## config.mk

```make
export PLATFORM = sky130hd
export DESIGN_NAME = key_filter
export DESIGN_NICKNAME = d
export VERILOG_FILES = /design/src/rtl/key_filter.sv
export SDC_FILE = /design/constraint.sdc
export NUM_CORES = 1
export LEC_CHECK = 0
export CORE_ASPECT_RATIO = 0.5
export CORE_MARGIN = 2
export CORE_UTILIZATION = 54
export CTS_CLUSTER_DIAMETER = 50
export DETAILED_ROUTE_END_ITERATION = 10
export PLACE_DENSITY = 0.7
export SYNTH_ARGS = -nofsm -noshare
export SYNTH_HDL_FRONTEND = slang
export SYNTH_SLANG_ARGS = --single-unit
```

## constraint.sdc

```tcl
create_clock -name sys_clk -period 1.95 [get_ports sys_clk]
set_clock_uncertainty 0.15 [all_clocks]
set_input_delay 0.195 -clock sys_clk [delete_from_list [all_inputs] [get_ports sys_clk]]
set_output_delay 0.195 -clock sys_clk [all_outputs]
set_load 0.02 [all_outputs]
```

## src/rtl/key_filter.sv

```systemverilog
// Push-button front end: 2-stage synchroniser plus counter-based debounce FSM.
// Produces press/release/long-press pulses, a debounced level and a wrapping press count.
`timescale 1ns/1ps
module key_filter #(
    parameter logic [19:0] CNT_MAX  = 20'd999_999,
    parameter logic [25:0] LONG_MAX = 26'd49_999_999
) (
    input  logic       sys_clk,
    input  logic       sys_rst_n,
    input  logic       key_in,
    output logic       key_press,
    output logic       key_release,
    output logic       key_long,
    output logic       key_state,
    output logic [3:0] press_cnt
);

    localparam int unsigned CNT_W  = 20;
    localparam int unsigned HOLD_W = 26;
    localparam int unsigned PCNT_W = 4;

    typedef enum logic [1:0] {
        IDLE,
        PRESS_FILT,
        DOWN,
        RELEASE_FILT
    } state_t;

    state_t              state;
    state_t              state_nxt;
    logic [1:0]          sync_q;
    logic                key_sync;
    logic [CNT_W-1:0]    cnt;
    logic [CNT_W-1:0]    cnt_nxt;
    logic [HOLD_W-1:0]   hold_cnt;
    logic [HOLD_W-1:0]   hold_cnt_nxt;
    logic                long_done;
    logic                long_done_nxt;
    logic                key_press_nxt;
    logic                key_release_nxt;
    logic                key_long_nxt;
    logic                key_state_nxt;
    logic [PCNT_W-1:0]   press_cnt_nxt;

    assign key_sync = sync_q[1];

    // Raw key is asynchronous; idle level is released (1).
    always_ff @(posedge sys_clk or negedge sys_rst_n) begin
        if (!sys_rst_n) begin
            sync_q <= 2'b11;
        end else begin
            sync_q <= {sync_q[0], key_in};
        end
    end

    always_ff @(posedge sys_clk or negedge sys_rst_n) begin
        if (!sys_rst_n) begin
            state       <= IDLE;
            cnt         <= '0;
            hold_cnt    <= '0;
            long_done   <= 1'b0;
            key_press   <= 1'b0;
            key_release <= 1'b0;
            key_long    <= 1'b0;
            key_state   <= 1'b0;
            press_cnt   <= '0;
        end else begin
            state       <= state_nxt;
            cnt         <= cnt_nxt;
            hold_cnt    <= hold_cnt_nxt;
            long_done   <= long_done_nxt;
            key_press   <= key_press_nxt;
            key_release <= key_release_nxt;
            key_long    <= key_long_nxt;
            key_state   <= key_state_nxt;
            press_cnt   <= press_cnt_nxt;
        end
    end

    always_comb begin
        state_nxt       = state;
        cnt_nxt         = cnt;
        hold_cnt_nxt    = hold_cnt;
        long_done_nxt   = long_done;
        key_press_nxt   = 1'b0;
        key_release_nxt = 1'b0;
        key_long_nxt    = 1'b0;
        press_cnt_nxt   = press_cnt;

        case (state)
            IDLE: begin
                if (!key_sync) begin
                    state_nxt = PRESS_FILT;
                    cnt_nxt   = '0;
                end
            end
            PRESS_FILT: begin
                if (key_sync) begin
                    state_nxt = IDLE;
                    cnt_nxt   = '0;
                end else if (cnt == CNT_MAX) begin
                    state_nxt     = DOWN;
                    cnt_nxt       = '0;
                    key_press_nxt = 1'b1;
                    press_cnt_nxt = press_cnt + PCNT_W'(1);
                    hold_cnt_nxt  = '0;
                    long_done_nxt = 1'b0;
                end else begin
                    cnt_nxt = cnt + CNT_W'(1);
                end
            end
            DOWN: begin
                // Hold counter stops at the terminal count so key_long fires once per press.
                if (!long_done) begin
                    if (hold_cnt == LONG_MAX) begin
                        key_long_nxt  = 1'b1;
                        long_done_nxt = 1'b1;
                    end else begin
                        hold_cnt_nxt = hold_cnt + HOLD_W'(1);
                    end
                end
                if (key_sync) begin
                    state_nxt = RELEASE_FILT;
                    cnt_nxt   = '0;
                end
            end
            RELEASE_FILT: begin
                // A bounce back to pressed resumes the paused hold count.
                if (!key_sync) begin
                    state_nxt = DOWN;
                    cnt_nxt   = '0;
                end else if (cnt == CNT_MAX) begin
                    state_nxt       = IDLE;
                    cnt_nxt         = '0;
                    key_release_nxt = 1'b1;
                end else begin
                    cnt_nxt = cnt + CNT_W'(1);
                end
            end
            default: begin
                state_nxt = IDLE;
                cnt_nxt   = '0;
            end
        endcase

        key_state_nxt = (state_nxt == DOWN) || (state_nxt == RELEASE_FILT);
    end

endmodule

```

==> results.ini <==
[critical_path]
worstSetupStartpointType = flip-flop
endpoint_kind = flip-flop
critical-path-slowest-cell = and4b_2
cp_top_family = simple AND/OR/NAND/NOR gates
path_cells = nor4_1, and4b_2, nand4_4, nor2b_4, a221o_1
cp_max_fo = 5
critPathMaxStageDelay_ns = 0.40
crit_type = flip-flop to flip-flop
cp.required_ns = 2.01
arrival_ns = 2.14
crit_buf_inv = 0

[status]
status = finished, violations left
violations = negative setup slack

[place]
hpwlAfterDp_um = 6100
gp_congestion = 0.906
io_buffers = 10

[power_and_ir_drop]
powerDensity_nw_per_um2 = 628
p_total_mw = 3.00
vdd_drop_max_mv = 0.686
power_leakage_nw = 2.02

[synthesis]
synth_edf_count = 0
async_reset_ff_frac = 1.00
syn_avg_cell_area_um2 = 9.29
synthTopCellsByArea = dfrtp_1, a31oi_1, nand2_1
ys_ff_latch = 59
yosysSeqAreaShare = 0.456
synth_cells = 349
syn_area_um2 = 3240
yosysTopAreaCellShare = 0.440
yosysWarningCount = 0
yosysTopAreaCell = dfrtp_1
synth-main-ff-cell = dfrtp_1
syn_nets = 355
yosysUniqueCellTypes = 53

[clocking]
clkTransAtPathRegs_ns = 0.06
clock-root-buffer = clkbuf_16
cts_sinks = 59
clkLatencyLatePin_ns = 0.33
cts_tree = done
cts_buffers = 9
clockBufferDepth = 2
h-tree-depth = 3

[grt]
grt_pass1_vias = 3311
antenna_found_initial = 0
grt_remaining_overflow = 0
grtUsageTotal = 0.300
grt_max_degree = 33
grt_pass1_wl_um = 15500

[final_layout]
area_growth_pct = 47.4
num-fill-cells = 306
layout.nets = 453
antennaDiodeCount = 0
layout_common_cells = buf_4, dfrtp_1, nand2_1
drive_above_1_share = 0.374
layout_commonest_cell = buf_4

[drt]
first_pass_iters = 5
ant_nets = 0
drtIter0Drc = 416
drt_wl_total_um = 10400
remaining_drc_errors = 0
vias = 3412
viasPerCell = 6.50
wire_per_inst_um = 19.7

[floorplanning]
die_area_um2 = 6680
dieWidth_um = 114
rows = 19
die_h_um = 58.8
start_util = 0.576
core_area_um2 = 5630
ioPinCount = 11

[timing]
fin_crit_ns = 2.08
fmax_mhz = 481
rsz0062_at_grt = yes
period_share = 1.07
finalSetupViolations = 32
whs_ns = 0.0937
tightest_slew_ns = 0.659
maxSlewViolCount = 0
finalHoldViolations = 0
setup_ws_ns = -0.127
slew_headroom = 0.560

[worst_hold_path]
worst_hold_path_type = primary input to async pin

[run]
max_cap_viol_count = 0

-- layout make-up --
| cell class | instances | area, µm² | area share |
|---|---|---|---|
| Multi-Input combinational cell | 264 | 1950 | 0.409 |
| Sequential cell | 59 | 1480 | 0.310 |
| Timing Repair Buffer | 103 | 913 | 0.191 |
| Clock buffer | 9 | 225 | 0.0471 |
| Tap cell | 73 | 91.3 | 0.0191 |
| Clock inverter | 7 | 77.6 | 0.0162 |
| Inverter | 10 | 37.5 | 0.00785 |
-- per-stage QoR --
step | util | TNS, ns | setup slack [ns] | area [µm²] | instances
after global routing | 0.849 | -3.57 | -0.179 | 4780 | 525
after global placement | 0.707 | -0.202 | -0.104 | 3980 | 490
final | 0.849 | -1.19 | -0.127 | 4780 | 525
after floorplan | - | -0.265 | -0.0395 | 3290 | 349
after CTS | 0.782 | -0.481 | -0.0602 | 4410 | 511
after detailed placement | 0.707 | -0.645 | -0.0919 | 3980 | 490
-- state kept, by name, summed over array words and instances (netlist names) --
name / flops
sync_q: 2
key_release: 1
long_done: 1
cnt: 20
press_cnt: 4
hold_cnt: 26
key_press: 1
key_long: 1
state: 2
key_state: 1
-- path summary, 6_finish.rpt --
kind / endpoint / cells past startpoint / start / slack [ns]
setup / recovery: hold_cnt[14]$_DFFE_PN0P_ / 5 / cnt[10]$_DFFE_PN0P_ / -0.13
hold / removal: cnt[14]$_DFFE_PN0P_ / 2 / sys_rst_n / 0.09
setup reg to reg: hold_cnt[14]$_DFFE_PN0P_ / 5 / cnt[10]$_DFFE_PN0P_ / -0.13
hold reg to reg: sync_q[1]$_DFF_PN1_ / 0 / sync_q[0]$_DFF_PN1_ / 0.21
max in group asynchronous: sync_q[0]$_DFF_PN1_ / 3 / sys_rst_n / 0.96
min in group sys_clk: sync_q[0]$_DFF_PN1_ / 1 / key_in / 0.12
-- logic make-up after synthesis --
family | Yosys count | share of synthesized area
compound gates | 98 | 0.189
simple gates | 150 | 0.272
flops | 59 | 0.456
xor+xnor | 6 | 0.0162
fa+ha+maj | 3 | 0.0116
buf+inv | 26 | 0.0332
mux | 7 | 0.0224
-- power by group --
group	total [mW]	internal (mW)	switching (mW)
combinational	0.134	0.0539	0.0796
sequential	1.27	1.24	0.0250
clock	1.60	0.994	0.607
total	3.00	2.29	0.712
-- cell usage after synthesis, types with 4 or more instances --
| cell type | count |
|---|---|
| a31oi_1 | 26 |
| clkbuf_1 | 7 |
| nand4_1 | 10 |
| a41oi_1 | 9 |
| nor3_1 | 6 |
| buf_2 | 7 |
| inv_1 | 10 |
| nor2b_1 | 4 |
| nor4_1 | 7 |
| a21oi_1 | 24 |
| dfrtp_1 | 57 |
| nand2_1 | 40 |
| nand3_1 | 23 |
| nor2_1 | 18 |
| mux2i_1 | 5 |
| xor2_1 | 4 |
| and4_1 | 8 |
| o21ai_0 | 20 |
| and3_1 | 7 |
-- metal layers --
layer | vias to the layer above | global-route usage | share of wire
met5 | - | 0 | 0
li1 | 1533 | - | -
met2 | 153 | 0.526 | 0.50
met3 | 39 | 0.0844 | 0.060
met4 | 0 | 0.118 | 0.031
met1 | 1687 | 0.361 | 0.41
-- repair_timing --
item	CTS	global route
hold buffers	1	0
gates resized for setup	16	62
pin swaps	5	17
hold endpoints to repair	57	0
gates cloned	1	3
setup endpoints to repair	35	49
buffers inserted	3	11
Power figures use the tool's default switching activity.
